`src/rtl/rip_lsu.sv`:
```
// RV32I load/store unit: turns one load/store request into a single word-aligned
// memory access on data port 1, waits out mem_busy, and returns the extended result.
module rip_lsu #(
    parameter int DATA_WIDTH = 32
) (
    input  logic                  clk,
    input  logic                  rstn,
    input  logic                  req_valid,
    output logic                  req_ready,
    input  logic                  req_we,
    input  logic [2:0]            req_funct3,
    input  logic [DATA_WIDTH-1:0] req_addr,
    input  logic [DATA_WIDTH-1:0] req_wdata,
    output logic                  resp_valid,
    output logic                  resp_err,
    output logic [DATA_WIDTH-1:0] resp_rdata,
    output logic [3:0]            mem_we,
    output logic                  mem_re,
    output logic [DATA_WIDTH-1:0] mem_addr,
    output logic [DATA_WIDTH-1:0] mem_din,
    input  logic [DATA_WIDTH-1:0] mem_dout,
    input  logic                  mem_busy
);

    typedef enum logic [1:0] {IDLE, ISSUE, WAIT, RESP} state_t;

    state_t     state, state_nxt;
    logic       we_q;
    logic [2:0] funct3_q;
    logic [1:0] off_q;
    logic [3:0] mask_q;
    logic       accept;
    logic       bad;

    function automatic logic access_ok(input logic we, input logic [2:0] f3, input logic [1:0] off);
        logic ok;
        case (f3)
            3'b000:  ok = 1'b1;
            3'b001:  ok = ~off[0];
            3'b010:  ok = (off == 2'b00);
            3'b100:  ok = ~we;
            3'b101:  ok = ~we & ~off[0];
            default: ok = 1'b0;
        endcase
        return ok;
    endfunction

    function automatic logic [3:0] store_mask(input logic [2:0] f3, input logic [1:0] off);
        logic [3:0] m;
        case (f3[1:0])
            2'b00:   m = 4'b0001 << off;
            2'b01:   m = 4'b0011 << off;
            default: m = 4'b1111;
        endcase
        return m;
    endfunction

    function automatic logic [DATA_WIDTH-1:0] load_extract(input logic [2:0] f3, input logic [1:0] off,
                                                           input logic [DATA_WIDTH-1:0] word);
        logic [DATA_WIDTH-1:0] lane;
        logic [DATA_WIDTH-1:0] r;
        lane = word >> {off, 3'b000};
        case (f3)
            3'b000:  r = {{24{lane[7]}}, lane[7:0]};
            3'b001:  r = {{16{lane[15]}}, lane[15:0]};
            3'b100:  r = {24'd0, lane[7:0]};
            3'b101:  r = {16'd0, lane[15:0]};
            default: r = word;
        endcase
        return r;
    endfunction

    assign accept = req_valid & (state == IDLE);
    assign bad    = ~access_ok(req_we, req_funct3, req_addr[1:0]);

    always_ff @(posedge clk or negedge rstn) begin
        if (!rstn) state <= IDLE;
        else       state <= state_nxt;
    end

    // ISSUE only leaves once the strobe went out on a non-busy cycle; WAIT's first
    // busy check is therefore always the cycle after the strobe.
    always_comb begin
        state_nxt = state;
        case (state)
            IDLE:    if (accept) state_nxt = bad ? RESP : ISSUE;
            ISSUE:   if (!mem_busy) state_nxt = WAIT;
            WAIT:    if (!mem_busy) state_nxt = RESP;
            RESP:    state_nxt = IDLE;
            default: state_nxt = IDLE;
        endcase
    end

    always_comb begin
        req_ready  = (state == IDLE);
        resp_valid = (state == RESP);
        mem_re     = (state == ISSUE) & ~we_q & ~mem_busy;
        mem_we     = ((state == ISSUE) & we_q & ~mem_busy) ? mask_q : 4'b0000;
    end

    always_ff @(posedge clk or negedge rstn) begin
        if (!rstn) begin
            we_q       <= 1'b0;
            funct3_q   <= 3'd0;
            off_q      <= 2'd0;
            mask_q     <= 4'd0;
            mem_addr   <= '0;
            mem_din    <= '0;
            resp_err   <= 1'b0;
            resp_rdata <= '0;
        end else begin
            if (accept) begin
                we_q       <= req_we;
                funct3_q   <= req_funct3;
                off_q      <= req_addr[1:0];
                mask_q     <= store_mask(req_funct3, req_addr[1:0]);
                mem_addr   <= {req_addr[DATA_WIDTH-1:2], 2'b00};
                mem_din    <= req_wdata << {req_addr[1:0], 3'b000};
                resp_err   <= bad;
                resp_rdata <= '0;
            end
            if (state == WAIT && !mem_busy)
                resp_rdata <= we_q ? '0 : load_extract(funct3_q, off_q, mem_dout);
        end
    end

endmodule

```
`config.mk`:
```
export PLATFORM = sky130hd
export DESIGN_NAME = rip_lsu
export DESIGN_NICKNAME = d
export VERILOG_FILES = /design/src/rtl/rip_lsu.sv
export SDC_FILE = /design/constraint.sdc
export NUM_CORES = 1
export LEC_CHECK = 0
export BUFFER_PORTS_ARGS = -buffer_cell sky130_fd_sc_hd__buf_2
export CAP_MARGIN = 30
export CORE_ASPECT_RATIO = 0.5
export CORE_MARGIN = 5
export CORE_UTILIZATION = 35
export CTS_CLUSTER_SIZE = 12
export DETAILED_ROUTE_END_ITERATION = 12
export GPL_TIMING_DRIVEN = 1
export SYNTH_ARGS = -nofsm -noshare
export SYNTH_HDL_FRONTEND = slang
export SYNTH_SLANG_ARGS = --single-unit
```
`constraint.sdc`:
```
create_clock -name clk -period 5.9 [get_ports clk]
set_clock_uncertainty 0.15 [all_clocks]
set_input_delay 0.885 -clock clk [delete_from_list [all_inputs] [get_ports clk]]
set_output_delay 0.885 -clock clk [all_outputs]
set_load 0.02 [all_outputs]
```
==> run summary, run 1 <==
setup repair after global routing missed its margin: false
maximum number of pins on one net before global-route repair: 58
number of DRC violations after detailed routing: 0
r2r worst-path depth: 6
mapped cell area: 0.00512 mm^2
Critical path origin: mem_busy
setup slack after layout: 3230 ps
share of flip-flops with an asynchronous set or reset: 1.00
Reg area: 0.00268 mm^2
Total Routed Length: 14800 um
worst supply voltage drop on vdd: 0.149 mV
crit end category: primary output
number of hold violations in the final report: 0
final net count: 771
H-tree depth reported by CTS: 3
type of the worst min-delay path: flip-flop to flip-flop
number of global-route vias before repair: 4315
number of distinct standard cells referenced by the synthesized netlist: 43
count of flip-flops with a built-in enable after synthesis: 0
area used by multi-input combinational logic: 0.00225 mm^2
Synth Area in Simple Gates: 0.0909
wire length per cell after detailed routing: 17.1 um
adder-cell area share of the yosys netlist: 0.00977
Tightest Pin Transition: 807 ps
drt via density: 4.98
CTS tree: done
sequential power share: 0.379
clock network latency to the later pin of the worst-skew pair: 340 ps
floorplan die width: 181 um
internal reg-to-reg setup slack: 3300 ps
area growth from synthesis to layout: 28.1%
I/O pin total: 208
power density over cell area: 537 mW/mm^2
final HPWL from detailed placement: 10900 um
peak fanout along the critical path: 4
number of gates resized after cts: 0
Placement Setup Slack: 3020 ps
switching power: 1520 uW
flip-flop cell with the highest count after synthesis: sky130_fd_sc_hd__dfrtp_1
portion of total power attributed to the clock network: 0.162
Syn Area/Cell: 10.7 um^2
instance area after placement: 0.00629 mm^2
Port Buf Inserts: 205
Vert. Die Dim: 95.5 um
period utilisation layout: 0.453
Logic pwr share: 0.459
number of max-slew violations in the final report: 0
type of element launching the critical path: input pin
number of antenna violations at the first check in global routing: 0
area enclosed by the die boundary: 0.0173 mm^2
Overflow after GRT: 0
startpoint of the lowest-slack register-to-register path: state[0]
starting density of the core: 0.356
post-synthesis compound-gate area fraction: 0.184
largest family of logic cells by synthesized area: compound AO/OA/AOI/OAI gates
CP required: 4870 ps
total CTS buffers: 9
Seq cells post-synth: 107
global-route wire length before repair: 23400 um
number of antenna repair diodes: 0
Final TNS setup: 0 ps
cell leakage power: 0.00326 uW
clock-pin transition on the worst setup and hold timing paths: 80 ps
detailed router's first-iteration violation count: 263
Internal: 2000 uW
count of fill cells added during filler insertion: 1390
final critical delay including setup and external delays: 2670 ps
Crit path arrival time: 1640 ps
root buffer cell: sky130_fd_sc_hd__clkbuf_16
remaining antenna violation count: 0
result of the run: completed
total of hold buffers inserted after clock tree synthesis: 0
via count: 4309
number of cells on the worst hold path: 2
Rel. slew slack: 0.462
total setup violations reported at the end of the flow: 0
endpoint of the most critical register-to-register path: resp_rdata[31]
Rows: 31
area of the core region: 0.0144 mm^2
Max Fclk: 0.374 GHz
final core utilization: 0.456
gate count after technology mapping: 477
number of search-and-repair iterations in the first detailed-routing pass: 4
maximum number of buffers from clock root to sink: 2
share of the yosys chip area belonging to registers: 0.523
multiplexer fraction of the synthesized cell area: 0.151
clock sinks: 107
final design instance area without fill: 0.00656 mm^2
fraction of layout instances using a drive strength above 1: 0.417
switching part of the total power: 0.432
warnings from Yosys: 0
number of post-CTS setup repair buffers: 0
overall routing resource usage: 0.169
routability-driven placement congestion ratio: 0.845
final total power: 3520 uW
category of the most critical setup path: input pin to primary output
number of max-cap violations: 0
startpoint of the worst hold path: resp_rdata[5]
fraction of synthesized cell area in xor and xnor cells: 0
capture endpoint of the worst hold path: resp_rdata[5]
power groups by stage:
stage	Clock, uW	Combinational, uW	Sequential [uW]
global route	623	1750	1390
floorplan	0	780	1630
global placement	0	1600	1340
detailed placement	0	1650	1340
CTS	590	1640	1340
finish	569	1620	1330
cell type report:
class	count	area share
clock buffer	9	0.0343
clock inverter	6	0.00744
inverter	7	0.00401
multi-input combinational	328	0.343
sequential	107	0.408
tap	198	0.0378
timing repair buffer	210	0.166
synth_stat cells, types with 2 or more instances:
library cell | instances | area [um^2]
sky130_fd_sc_hd__dfrtp_1 | 107 | 2680
sky130_fd_sc_hd__o21ai_0 | 58 | 290
sky130_fd_sc_hd__mux2_2 | 45 | 507
sky130_fd_sc_hd__nand2_1 | 44 | 165
sky130_fd_sc_hd__a21oi_1 | 34 | 170
sky130_fd_sc_hd__mux2i_1 | 25 | 250
sky130_fd_sc_hd__nor2_1 | 23 | 86.3
sky130_fd_sc_hd__a22oi_1 | 16 | 120
sky130_fd_sc_hd__clkbuf_1 | 15 | 56.3
sky130_fd_sc_hd__buf_2 | 13 | 65.1
sky130_fd_sc_hd__nor2b_1 | 11 | 68.8
sky130_fd_sc_hd__a22o_1 | 9 | 78.8
sky130_fd_sc_hd__a211oi_1 | 8 | 60.1
sky130_fd_sc_hd__o21ai_1 | 8 | 40.0
sky130_fd_sc_hd__inv_1 | 7 | 26.3
sky130_fd_sc_hd__o2bb2ai_1 | 7 | 61.3
sky130_fd_sc_hd__nand2b_1 | 6 | 37.5
sky130_fd_sc_hd__and2_1 | 5 | 31.3
sky130_fd_sc_hd__buf_4 | 4 | 30.0
sky130_fd_sc_hd__ha_1 | 4 | 50.1
sky130_fd_sc_hd__nor3_1 | 3 | 15.0
sky130_fd_sc_hd__buf_6 | 2 | 22.5
sky130_fd_sc_hd__clkbuf_2 | 2 | 10.0
sky130_fd_sc_hd__nor3b_1 | 2 | 15.0
critical path, cell delays in order:
cell	delay [ps]
sky130_fd_sc_hd__buf_2	130
sky130_fd_sc_hd__inv_1	100
sky130_fd_sc_hd__and3_1	230
sky130_fd_sc_hd__and2_1	140
sky130_fd_sc_hd__buf_2	150
worst max-delay path by stage:
stage | end | slack, ps | cells past startpoint
CTS | mem_we[1] | 3220 | 5
finish | mem_we[1] | 3230 | 5
floorplan | mem_re | 3460 | 1
global placement | mem_din[19] | 3040 | 4
detailed placement | mem_din[21] | 3020 | 4
global route | mem_we[2] | 3140 | 5
kinds of logic after synthesis:
logic type | count (synthesis)
AO/OA/AOI/OAI | 152
flip-flops | 107
AND/OR/NAND/NOR | 99
multiplexers | 71
buffers and inverters | 43
adder cells (fa/ha/maj) | 4
other | 1
flip-flops by register name, indices dropped and copies added (netlist names):
signal      count
we_q            1
mask_q          4
funct3_q        3
mem_din        32
mem_addr       30
resp_rdata     32
off_q           2
resp_err        1
state           2
cells in the final DEF (no fill, tap or decap), types with 2 or more instances in the layout:
| cell | synthesis | layout |
|---|---|---|
| sky130_fd_sc_hd__nor3b_1 | 2 | 2 |
| sky130_fd_sc_hd__a22oi_1 | 16 | 16 |
| sky130_fd_sc_hd__conb_1 | 1 | 2 |
| sky130_fd_sc_hd__o21ai_1 | 8 | 8 |
| sky130_fd_sc_hd__dfrtp_1 | 107 | 107 |
| sky130_fd_sc_hd__mux2_2 | 45 | 45 |
| sky130_fd_sc_hd__nor2b_1 | 11 | 11 |
| sky130_fd_sc_hd__a211oi_1 | 8 | 8 |
| sky130_fd_sc_hd__inv_1 | 7 | 7 |
| sky130_fd_sc_hd__nand2b_1 | 6 | 6 |
| sky130_fd_sc_hd__nand2_1 | 44 | 43 |
| sky130_fd_sc_hd__a21oi_1 | 34 | 34 |
| sky130_fd_sc_hd__mux2i_1 | 25 | 25 |
| sky130_fd_sc_hd__o2bb2ai_1 | 7 | 7 |
| sky130_fd_sc_hd__o21ai_0 | 58 | 58 |
| sky130_fd_sc_hd__clkbuf_16 | 0 | 9 |
| sky130_fd_sc_hd__buf_4 | 4 | 5 |
| sky130_fd_sc_hd__nor3_1 | 3 | 3 |
| sky130_fd_sc_hd__a22o_1 | 9 | 9 |
| sky130_fd_sc_hd__clkinvlp_4 | 0 | 2 |
| sky130_fd_sc_hd__buf_2 | 13 | 204 |
| sky130_fd_sc_hd__nor2_1 | 23 | 23 |
| sky130_fd_sc_hd__and2_1 | 5 | 5 |
| sky130_fd_sc_hd__ha_1 | 4 | 4 |
| sky130_fd_sc_hd__inv_6 | 0 | 2 |
per-stage QoR:
step	instances	hold slack, ps
floorplan	478	292
global placement	848	308
detailed placement	850	320
CTS	865	337
global route	865	349
finish	865	328
routing by layer:
layer  track usage  vias up  wire length [um]
met5             0        -                 0
met4        0.0362        0               158
met3        0.0385       15               734
met2         0.282      123              7100
met1         0.228     2096              6800
li1              -     2075                 -
No activity file was read; power rests on OpenSTA's default activity.
==> inputs of run 2 (changes only) <==
Clock period 5.9 ns to 2.4 ns, I/O delays scaled along.
==> run 2 against run 1 <==
Register-to-register slack got worse by 3000 ps. Critical path depth rose by 1. Critical endpoint is now resp_rdata[31]. Die area did not move. Final area rose by 1.5%. Flip-flop and latch count did not move. Clock power rose to 2.5 times the previous value. Setup slack got worse by 2900 ps. First-iteration DRC count fell by 1.5%. Sequential share of layout area fell by 0.59 points. Global-route usage rose by 0.18 points. Via count rose by 0.28%.
==> run summary, run 2 (synthesis gave the netlist of run 1 again) <==
final design instance area without fill: 0.00666 mm^2 (was 0.00656 mm^2)
CP required: 2490 ps (was 4870 ps)
area growth from synthesis to layout: 30.0% (was 28.1%)
startpoint of the lowest-slack register-to-register path: state[0] (unchanged)
highest-delay cell along the critical path: sky130_fd_sc_hd__and2_1 (was sky130_fd_sc_hd__and3_1)
area enclosed by the die boundary: 0.0173 mm^2 (unchanged)
H-tree depth reported by CTS: 3 (unchanged)
commonest non-fill, non-tap cells in the layout: sky130_fd_sc_hd__buf_2, sky130_fd_sc_hd__dfrtp_1, sky130_fd_sc_hd__o21ai_0 (unchanged)
Rel. slew slack: 0.531 (was 0.462)
number of gates resized after cts: 0 (unchanged)
root buffer cell: sky130_fd_sc_hd__clkbuf_16 (unchanged)
CTS tree: done (unchanged)
most common library cell in the layout ignoring fill and taps: sky130_fd_sc_hd__buf_2 (unchanged)
cell-by-cell listing of the critical path: inv_1 > ha_1 > nor3b_4 > and2_1 > a22oi_1 > o21ai_0 (was buf_2 > inv_1 > and3_1 > and2_1 > buf_2)
starting density of the core: 0.356 (unchanged)
final critical delay including setup and external delays: 2080 ps
Reg area: 0.00268 mm^2 (unchanged)
total setup violations reported at the end of the flow: 0 (unchanged)
drt via density: 4.94 (was 4.98)
Rows: 31 (unchanged)
clock network latency to the later pin of the worst-skew pair: 330 ps (was 340 ps)
crit end category: flip-flop (was primary output)
I/O pin total: 208 (unchanged)
Vert. Die Dim: 95.5 um (unchanged)
area used by multi-input combinational logic: 0.00225 mm^2 (unchanged)
clock-pin transition on the worst setup and hold timing paths: 70 ps (was 80 ps)
Final TNS setup: 0 ps (unchanged)
worst supply voltage drop on vdd: 0.467 mV (was 0.149 mV)
r2r worst-path depth: 6 (unchanged)
Port Buf Inserts: 205 (unchanged)
type of element launching the critical path: flip-flop (was input pin)
via count: 4321 (was 4309)
total CTS buffers: 9 (unchanged)
Critical path origin: state[0] (was mem_busy)
peak fanout along the critical path: 16 (was 4)
number of global-route vias before repair: 4405 (was 4315)
maximum number of buffers from clock root to sink: 2 (unchanged)
Post-Route Hold Slack: 98.1 ps (was 328 ps)
number of antenna repair diodes: 0 (unchanged)
Max Fclk: 0.482 GHz
result of the run: completed (unchanged)
overall routing resource usage: 0.171 (was 0.169)
number of max-slew violations in the final report: 0 (unchanged)
instance area after placement: 0.00636 mm^2 (was 0.00629 mm^2)
number of search-and-repair iterations in the first detailed-routing pass: 4 (unchanged)
maximum number of pins on one net before global-route repair: 64 (was 58)
slowest stage delay, CP: 580 ps (was 230 ps)
remaining antenna violation count: 0 (unchanged)
endpoint of the most critical register-to-register path: resp_rdata[31] (unchanged)
area of the core region: 0.0144 mm^2 (unchanged)
power density over cell area: 1320 mW/mm^2 (was 537 mW/mm^2)
global-route wire length before repair: 23700 um (was 23400 um)
Overflow after GRT: 0 (unchanged)
Tightest Pin Transition: 703 ps (was 807 ps)
CP bufs+invs: 1 (was 3)
crit path to: resp_rdata[31] (was mem_we[1])
number of antenna violations at the first check in global routing: 0 (unchanged)
final net count: 779 (was 771)
internal reg-to-reg setup slack: 320 ps (was 3300 ps)
floorplan die width: 181 um (unchanged)
category of the most critical setup path: flip-flop to flip-flop (was input pin to primary output)
setup repair after global routing missed its margin: false (unchanged)
wire length per cell after detailed routing: 17.2 um (was 17.1 um)
fraction of layout instances using a drive strength above 1: 0.423 (was 0.417)
final HPWL from detailed placement: 11100 um (was 10900 um)
type of the worst min-delay path: input pin to flip-flop (was flip-flop to flip-flop)
routability-driven placement congestion ratio: 0.840 (was 0.845)
period utilisation layout: 0.865
detailed router's first-iteration violation count: 259 (was 263)
count of fill cells added during filler insertion: 1405 (was 1390)
final core utilization: 0.463 (was 0.456)
clock sinks: 107 (unchanged)
number of DRC violations after detailed routing: 0 (unchanged)
number of hold violations in the final report: 0 (unchanged)
number of max-cap violations: 0 (unchanged)
largest registers in the final layout: mem_din: 32 flops, resp_rdata: 32 flops, mem_addr: 30 flops (unchanged)
cell family contributing the most delay on the critical path: simple AND/OR/NAND/NOR gates (was buffers and inverters)
logic depth of the worst path, buffers included: 6 (was 5)
cell leakage power: 0.00332 uW (was 0.00326 uW)
Crit path arrival time: 2170 ps (was 1640 ps)
Total Routed Length: 15000 um (was 14800 um)
## run 2: cell count changes in the layout (fill, tap and decap cells not counted)
cell	before	now
sky130_fd_sc_hd__buf_12	0	3
sky130_fd_sc_hd__buf_16	1	0
sky130_fd_sc_hd__buf_4	5	10
sky130_fd_sc_hd__clkbuf_8	0	2
sky130_fd_sc_hd__clkinv_4	0	2
sky130_fd_sc_hd__dlygate4sd3_1	0	1
sky130_fd_sc_hd__inv_6	2	0
sky130_fd_sc_hd__inv_8	1	0
## run 2: through the flow
stage	setup slack [ps]	instances	total power, uW
2_1_floorplan	425	478	5930
3_3_place_gp	443	857	7330
3_5_place_dp	369	857	7410
4_1_cts	309	874	8880
5_1_grt	157	874	9370
6_report	324	874	8770
## run 2: layout make-up
cell class,instances,share of cell area
clock inverter,5,0.00564
inverter,7,0.00395
multi-input combinational,328,0.338
tap,198,0.0372
sequential,107,0.402
clock buffer,11,0.0380
timing repair buffer,218,0.175
## run 2: how the worst min path moves through the flow
stage | startpoint | end | depth (start not counted)
floorplan | rstn | funct3_q[0] | 0
global placement | rstn | mem_addr[18] | 1
detailed placement | rstn | mem_addr[24] | 1
CTS | req_addr[23] | mem_addr[23] | 2
global route | req_addr[7] | mem_addr[7] | 2
finish | req_addr[23] | mem_addr[23] | 2
## run 2: repair_timing
item | 4_1_cts | 5_1_grt
setup buffers | 0 | 0
hold buffers | 1 | 0
endpoints found under the hold margin | 30 | 0
## run 2: routing by layer
metal	routed length, um	GRT usage	vias to the layer above
met1	6910	0.228	2091
met3	773	0.0393	12
met2	7140	0.287	125
met4	166	0.0375	0
met5	0	0	-
li1	-	-	2093
## run 2: report_power, final
part           internal, uW  leakage (uW)  switching, uW
clock network           764      0.000138            674
logic                  1620       0.00183           2520
registers              2650       0.00135            545
total                  5040       0.00332           3740
